[config.mk]
export PLATFORM = sky130hd
export DESIGN_NAME = ext_pipe
export DESIGN_NICKNAME = d
export VERILOG_FILES = /design/src/rtl/ext_pkg.sv /design/src/rtl/ext_core.sv /design/src/rtl/ext_pipe.sv
export SDC_FILE = /design/constraint.sdc
export NUM_CORES = 1
export LEC_CHECK = 0
export CORE_MARGIN = 1.5
export CORE_UTILIZATION = 50
export CTS_CLUSTER_DIAMETER = 50
export DETAILED_ROUTE_END_ITERATION = 7
export HOLD_SLACK_MARGIN = 0.05
export PLACE_DENSITY_LB_ADDON = 0.3
export REMOVE_ABC_BUFFERS = 1
export SLEW_MARGIN = 25
export SYNTH_ARGS = -nofsm -noshare
export SYNTH_HDL_FRONTEND = slang
export SYNTH_SLANG_ARGS = --single-unit
[constraint.sdc]
create_clock -name CLK -period 3.2 [get_ports CLK]
set_input_delay 0.96 -clock CLK [delete_from_list [all_inputs] [get_ports CLK]]
set_output_delay 0.96 -clock CLK [all_outputs]
set_load 0.05 [all_outputs]
[src/rtl/ext_pkg.sv]
// ext_pkg: shared encodings for the extension pipe.
//   ext_mode_e  - MODE input encoding used by the extension decode
//   buf_state_e - occupancy state of the 2-entry elastic buffer
package ext_pkg;

  typedef enum logic [1:0] {
    MODE_ZERO  = 2'd0,
    MODE_SIGN  = 2'd1,
    MODE_UPPER = 2'd2,
    MODE_SHAMT = 2'd3
  } ext_mode_e;

  typedef enum logic [1:0] {
    ST_EMPTY = 2'd0,
    ST_ONE   = 2'd1,
    ST_FULL  = 2'd2
  } buf_state_e;

  localparam int BUF_DEPTH = 2;
  localparam int SHAMT_W   = 5;

endpackage

[src/rtl/ext_core.sv]
// ext_core: combinational field extension.
//   UNEXT [IN_W]  - raw field
//   MODE  [2]     - ext_mode_e encoding
//   EXT   [OUT_W] - extended word
module ext_core
  import ext_pkg::*;
#(
  parameter int IN_W  = 16,
  parameter int OUT_W = 32
) (
  input  logic [IN_W-1:0]  UNEXT,
  input  logic [1:0]       MODE,
  output logic [OUT_W-1:0] EXT
);

  // Shift amounts keep only the low 5 bits; narrower fields are taken whole.
  localparam int SH_W = (IN_W < SHAMT_W) ? IN_W : SHAMT_W;

  always_comb begin
    EXT = '0;
    case (ext_mode_e'(MODE))
      MODE_ZERO:  EXT[IN_W-1:0] = UNEXT;
      MODE_SIGN: begin
        EXT           = {OUT_W{UNEXT[IN_W-1]}};
        EXT[IN_W-1:0] = UNEXT;
      end
      MODE_UPPER: EXT[OUT_W-1 -: IN_W] = UNEXT;
      MODE_SHAMT: EXT[SH_W-1:0] = UNEXT[SH_W-1:0];
      default:    EXT = '0;
    endcase
  end

endmodule

[src/rtl/ext_pipe.sv]
// ext_pipe: extends incoming fields and queues the results in a 2-entry
// in-order skid buffer with valid/ready handshakes on both sides.
//   CLK, RST              - clock, synchronous active-high reset
//   IN_VALID/IN_READY     - input handshake for UNEXT/MODE
//   UNEXT [IN_W], MODE[2] - raw field and extension mode
//   EXT [OUT_W]           - head-of-buffer extended word
//   OUT_VALID/OUT_READY   - output handshake for EXT
//   XFER_CNT [CNT_W]      - wrapping count of output transfers
module ext_pipe
  import ext_pkg::*;
#(
  parameter int IN_W  = 16,
  parameter int OUT_W = 32,
  parameter int CNT_W = 16
) (
  input  logic             CLK,
  input  logic             RST,
  input  logic             IN_VALID,
  output logic             IN_READY,
  input  logic [IN_W-1:0]  UNEXT,
  input  logic [1:0]       MODE,
  output logic [OUT_W-1:0] EXT,
  output logic             OUT_VALID,
  input  logic             OUT_READY,
  output logic [CNT_W-1:0] XFER_CNT
);

  buf_state_e                         state_q, state_d;
  logic [BUF_DEPTH-1:0][OUT_W-1:0]    ent_q, ent_d;   // [0] is head
  logic [CNT_W-1:0]                   cnt_q, cnt_d;
  logic [OUT_W-1:0]                   ext_w;
  logic                               push, pop;

  // Extension happens before storage so the buffer holds final words.
  ext_core #(.IN_W(IN_W), .OUT_W(OUT_W)) u_core (
    .UNEXT (UNEXT),
    .MODE  (MODE),
    .EXT   (ext_w)
  );

  // Ready is a pure function of state: no combinational path from OUT_READY.
  assign IN_READY  = (state_q != ST_FULL);
  assign OUT_VALID = (state_q != ST_EMPTY);
  assign EXT       = ent_q[0];
  assign XFER_CNT  = cnt_q;

  assign push = IN_VALID && IN_READY;
  assign pop  = OUT_VALID && OUT_READY;

  always_comb begin
    state_d = state_q;
    ent_d   = ent_q;
    cnt_d   = cnt_q + CNT_W'(pop);
    case (state_q)
      ST_EMPTY: if (push) begin
        ent_d[0] = ext_w;
        state_d  = ST_ONE;
      end
      ST_ONE: case ({push, pop})
        2'b10: begin ent_d[1] = ext_w; state_d = ST_FULL;  end
        2'b01: state_d = ST_EMPTY;
        2'b11: ent_d[0] = ext_w;   // replace head, stay ONE
        default: ;
      endcase
      ST_FULL: if (pop) begin
        ent_d[0] = ent_q[1];
        state_d  = ST_ONE;
      end
      default: state_d = ST_EMPTY;
    endcase
  end

  always_ff @(posedge CLK) begin
    if (RST) begin
      state_q <= ST_EMPTY;
      ent_q   <= '0;
      cnt_q   <= '0;
    end else begin
      state_q <= state_d;
      ent_q   <= ent_d;
      cnt_q   <= cnt_d;
    end
  end

endmodule

# After elaboration in Yosys (flattened, before gate mapping)
# Index checks and enable logic that the tools add are counted.
classes:
  n_addsub: 1
  eq_ne: 13
  muxes: 11
  n_reduce_logical: 11
op_table:
  columns: ["cell", "count"]
  rows:
  - ["32-bit two-way mux", 3]
  - ["32-bit case mux with 3 select lines", 1]
  - ["16-bit case mux with 2 select lines", 1]
  - ["16-bit by 1-bit adder with 16-bit output", 1]
  - ["11-bit two-way mux", 1]
  - ["2-bit == test, second input constant", 5]
  - ["2-bit by 1-bit == test with 1-bit output, second input constant", 3]
  - ["2-bit != test, second input constant", 3]
  - ["2-bit case mux with 3 select lines", 1]
  - ["5-bit two-way mux", 1]
  - ["2-bit zero test", 2]
  - ["2-bit two-way mux", 2]
  - ["2-bit case mux with 2 select lines", 1]
  - ["4-bit AND reduction", 1]
  - ["3-bit by 1-bit != test with 1-bit output, second input constant", 1]
  - ["3-bit AND reduction", 1]
  - ["3-bit nonzero test", 1]
  - ["3-bit OR reduction", 1]
  - ["1-bit logical AND", 2]
  - ["2-bit by 1-bit != test with 1-bit output, second input constant", 1]
  - ["2-bit AND reduction", 1]
  - ["2-bit nonzero test", 1]
  - ["2-bit OR reduction", 1]
word_totals:
  register_bits: 82
  output_inout_bits: 50

# Logic depth before layout (Yosys ltp)
depth:
  word_depth: 5
  ltp_mapped: 8
  depth_no_buf: 8

# Cells and area by module
# Synthesis repeated with hierarchy kept, for this count alone.
unflattened:
  hier_cells: 467
  hier_area_um2: 4001.3
modules_own_cells:
  columns: ["module", "n_inst", "cells_per_inst", "area_each_um2"]
  rows:
  - ["ext_pipe", 1, 408, 3597.2]
  - ["ext_core", 1, 59, 404.1]

# Worst setup path after synthesis
# Ideal clock, no wire load.
synth_timing:
  kind: "input -> register"
  startpoint: "input port OUT_READY"
  endpoint: "register cnt_q[14], in the netlist XFER_CNT[14]"
  arrival_time_ns: 2.544
  required_ns: 3.130
  setup_slack_ns: 0.586
  cell_stages: 8
  path_buffers: 1
  path_cell_list: "buf_2 > and2_1 > ha_1 > ha_1 > and3_1 > nand2_1 > or4_1 > a21oi_1"
synth_between:
  elab_chain_len: 2
synth_rtl:
  columns: ["element", "line", "text"]
  rows:
  - ["from (decl)", "ext_pipe.sv:24", "input logic OUT_READY,"]
  - ["1-bit logical AND", "ext_pipe.sv:48", "assign pop = OUT_VALID && OUT_READY;"]
  - ["16-bit by 1-bit adder with 16-bit output", "ext_pipe.sv:53", "cnt_d = cnt_q + CNT_W'(pop);"]
  - ["to (signal assigned)", "ext_pipe.sv:81", "cnt_q <= cnt_d;"]
  - ["to (decl)", "ext_pipe.sv:30", "logic [CNT_W-1:0] cnt_q, cnt_d;"]
# No other way between the ends.
# A chain may end at the register's enable or synchronous reset.

# Worst setup path after layout
layout_timing:
  startpoint: "register state_q[0]"
  endpoint: "output port OUT_VALID"
layout_between:
  elab_chain_len: 1
layout_rtl:
  columns: ["element", "line", "text"]
  rows:
  - ["from (decl)", "ext_pipe.sv:28", "buf_state_e state_q, state_d;"]
  - ["from (signal assigned)", "ext_pipe.sv:79", "state_q <= state_d;"]
  - ["2-bit nonzero test", "ext_pipe.sv:43", "assign OUT_VALID = (state_q != ST_EMPTY);"]
  - ["to (decl)", "ext_pipe.sv:23", "output logic OUT_VALID,"]
# No other way between the ends.

==> results.sh <==
export IMPL_cts_tree="built"
export IMPL_diodes=0
export IMPL_grt_util_all_layers_pct=21.8
export IMPL_hold_viol=0
export IMPL_dr_total_vias=3288
export IMPL_rows=32
export IMPL_viasPerCell=5.41
export IMPL_hold_class="reg -> reg"
export IMPL_avgSynthCellArea_sq_um=8.61
export IMPL_fmax_mhz=373
export IMPL_clock_sinks=82
export IMPL_clock_latency_ns=0.36
export IMPL_layout_nets=530
export IMPL_drc=0
export IMPL_seq_area_frac_synth_pct=40.0
export IMPL_wirelength_mm=9.08
export IMPL_tightestPinTransition_ns=0.765
export IMPL_gp_congestion=0.771
export IMPL_ir_drop_mv=0.239
export IMPL_setup_worst_path_class="reg -> out"
export IMPL_preCtsSetupSlack_ns=0.148
export IMPL_p_total_uw=2350
export IMPL_cts_buffers=9
export IMPL_fp_dieH_um=93.6
export IMPL_endpoint_kind="output pin"
export IMPL_wl_per_cell_um=14.9
export IMPL_cp_max_fo=6
export IMPL_synth_seq_cells=82
export IMPL_ant_nets=0
export IMPL_port_buffers=71
export IMPL_yosysUniqueCellTypes=37
export IMPL_p_leak_uw=0.00175
export IMPL_syn_area_sq_um=4110
export IMPL_worstPathArrival_ns=1.72
export IMPL_pin_count=72
export IMPL_relSlewSlack_pct=49.0
export IMPL_htreeDepth=3
export IMPL_grt_pass1_vias=3139
export IMPL_synth_area_top_cells="dfxtp_1 40%, nand2_1 6.1%, buf_4 6.0%, nor3_2 5.4%, nor2b_1 5.2%"
export IMPL_grt_overflow=0
export IMPL_required_ns=2.24
export IMPL_finalSetupViolations=0
export IMPL_fin_ws_ns=0.518
export IMPL_synthToLayoutAreaGrowth_pct=17.0
export IMPL_drt_initial_drc_count=212
export IMPL_synthesis_instances=477
export IMPL_start_kind="register"
export IMPL_cts_setup_buffers=0
export IMPL_drv_cap=0
export IMPL_cts_root_buf="clkbuf_8"
export IMPL_antenna_found_initial=0
export IMPL_post_route_period_util_pct=83.8
export IMPL_die_w_um=93.6
export IMPL_fin_util_pct=61.3
export IMPL_drive_gt1_share_pct=13.2
export IMPL_dpl_hpwl_mm=5.65
export IMPL_grt_pass1_wl_mm=15.0
export IMPL_core_area_sq_um=7850
export IMPL_synth_warnings=0
export IMPL_postCtsHoldBufs=0
export IMPL_cts_resized=0
export IMPL_grt_max_degree=83
export IMPL_tns_ns=0
export IMPL_yosysTopAreaCell="dfxtp_1"
export IMPL_rsz0062_at_grt="false"
export IMPL_fin_worst_skew_ns=0.00921
export IMPL_initial_core_util_pct=52.3
export IMPL_netlist_area_leader_share_pct=40.0
export IMPL_drt_pass1_iterations=4
export IMPL_status="finished clean"
export IMPL_hold_worst_slack_ns=0.458
export IMPL_fillerInstances=693
export IMPL_finalMaxSlewViolations=0
export IMPL_die_area_sq_um=8770
export IMPL_pwr_density_cell_nw_per_um2=488
export IMPL_cts_buffer_depth=2
export IMPL_cts_clk_slew_worst_paths_ns=0.08
export IMPL_fin_crit_ns=2.68
## logic make-up after synthesis
| kind of cell | Yosys count | share of synthesized area (%) |
|---|---|---|
| and+or+nand+nor | 228 | 31.0 |
| DFF | 82 | 40.0 |
| xor gates and xnor gates | 12 | 2.56 |
| AOI/OAI and AO/OA | 73 | 13.3 |
| buffers and inverters | 74 | 10.7 |
| muxes | 1 | 0.365 |
| adders and majority gates | 7 | 2.13 |
## layout make-up
type | instances | area, sq um | area share [%]
inverters | 5 | 18.8 | 0.390
clock inverters | 5 | 55.1 | 1.15
clock buffers | 11 | 131 | 2.73
repair buffers | 82 | 798 | 16.6
flip-flops and latches | 82 | 1640 | 34.1
well taps | 102 | 128 | 2.65
multi-input cells | 321 | 2030 | 42.3
## per-stage QoR
step           cells  cell area, sq um
6_report         608              4810
5_1_grt          608              4810
4_1_cts          608              4810
3_5_place_dp     592              4620
3_3_place_gp     592              4620
2_1_floorplan    408              3690
## power by group
part / switching [uW] / internal, uW
Clock: 375 / 358
Combinational: 329 / 191
Sequential: 26.5 / 1070
## Yosys cell counts, drive strengths merged
master   n
dfxtp   82
nand2   67
buf     48
a21oi   37
nor3    36
nand3   35
nor2b   34
clkbuf  21
a211oi  17
a221oi  15
and3    13
nor2    13
ha       7
nor3b    7
xnor2    7
nand3b   6
inv      5
xor2     5
nand4    4
or2      4
nor4     3
and2     2
and2b    2
a22oi    1
mux2     1
o211ai   1
o21ai    1
o31ai    1
or3      1
or4      1
## layout by cell type, fill, tap and decap left out, types with 6 or more instances in the layout
cell type / netlist / final
dfxtp_1: 82 / 82
nor2_1: 13 / 13
nand2_1: 67 / 67
nor2b_1: 34 / 34
ha_1: 7 / 7
buf_4: 33 / 11
a221oi_2: 10 / 10
nand3b_1: 6 / 6
a21oi_1: 37 / 37
a211oi_1: 17 / 17
clkdlybuf4s50_1: 0 / 69
nor3_1: 14 / 14
xnor2_1: 7 / 7
clkbuf_8: 0 / 9
and3_1: 13 / 13
nor3_2: 22 / 22
nand3_1: 35 / 35
nor3b_1: 6 / 6
## worst max-delay path, cell delays in order (launching register included)
cell	delay, ns
dfxtp_1	0.35
or2_2	0.31
clkdlybuf4s50_1	0.70
## per-layer routing
metal | vias to the layer above | wire, um | global-route usage [%]
met5 | - | 0 | 0
met3 | 10 | 479 | 6.67
li1 | 1662 | - | -
met4 | 0 | 123 | 9.08
met1 | 1524 | 4060 | 28.3
met2 | 92 | 4410 | 33.6
## sequential cells by signal, indices dropped and copies added, names as in the netlist
name / count
EXT: 32
XFER_CNT: 16
ent_q: 32
state_q: 2
## path summary, 6_finish.rpt
kind	from	to	slack [ns]	cells after the start
max	state_q[0]	OUT_VALID	0.52	2
min	ent_q[48]	ent_q[48]	0.46	2
max reg2reg	state_q[0]	EXT[27]	1.16	6
min reg2reg	ent_q[48]	ent_q[48]	0.46	2
Note: power is estimated with default switching activity, not from simulation.
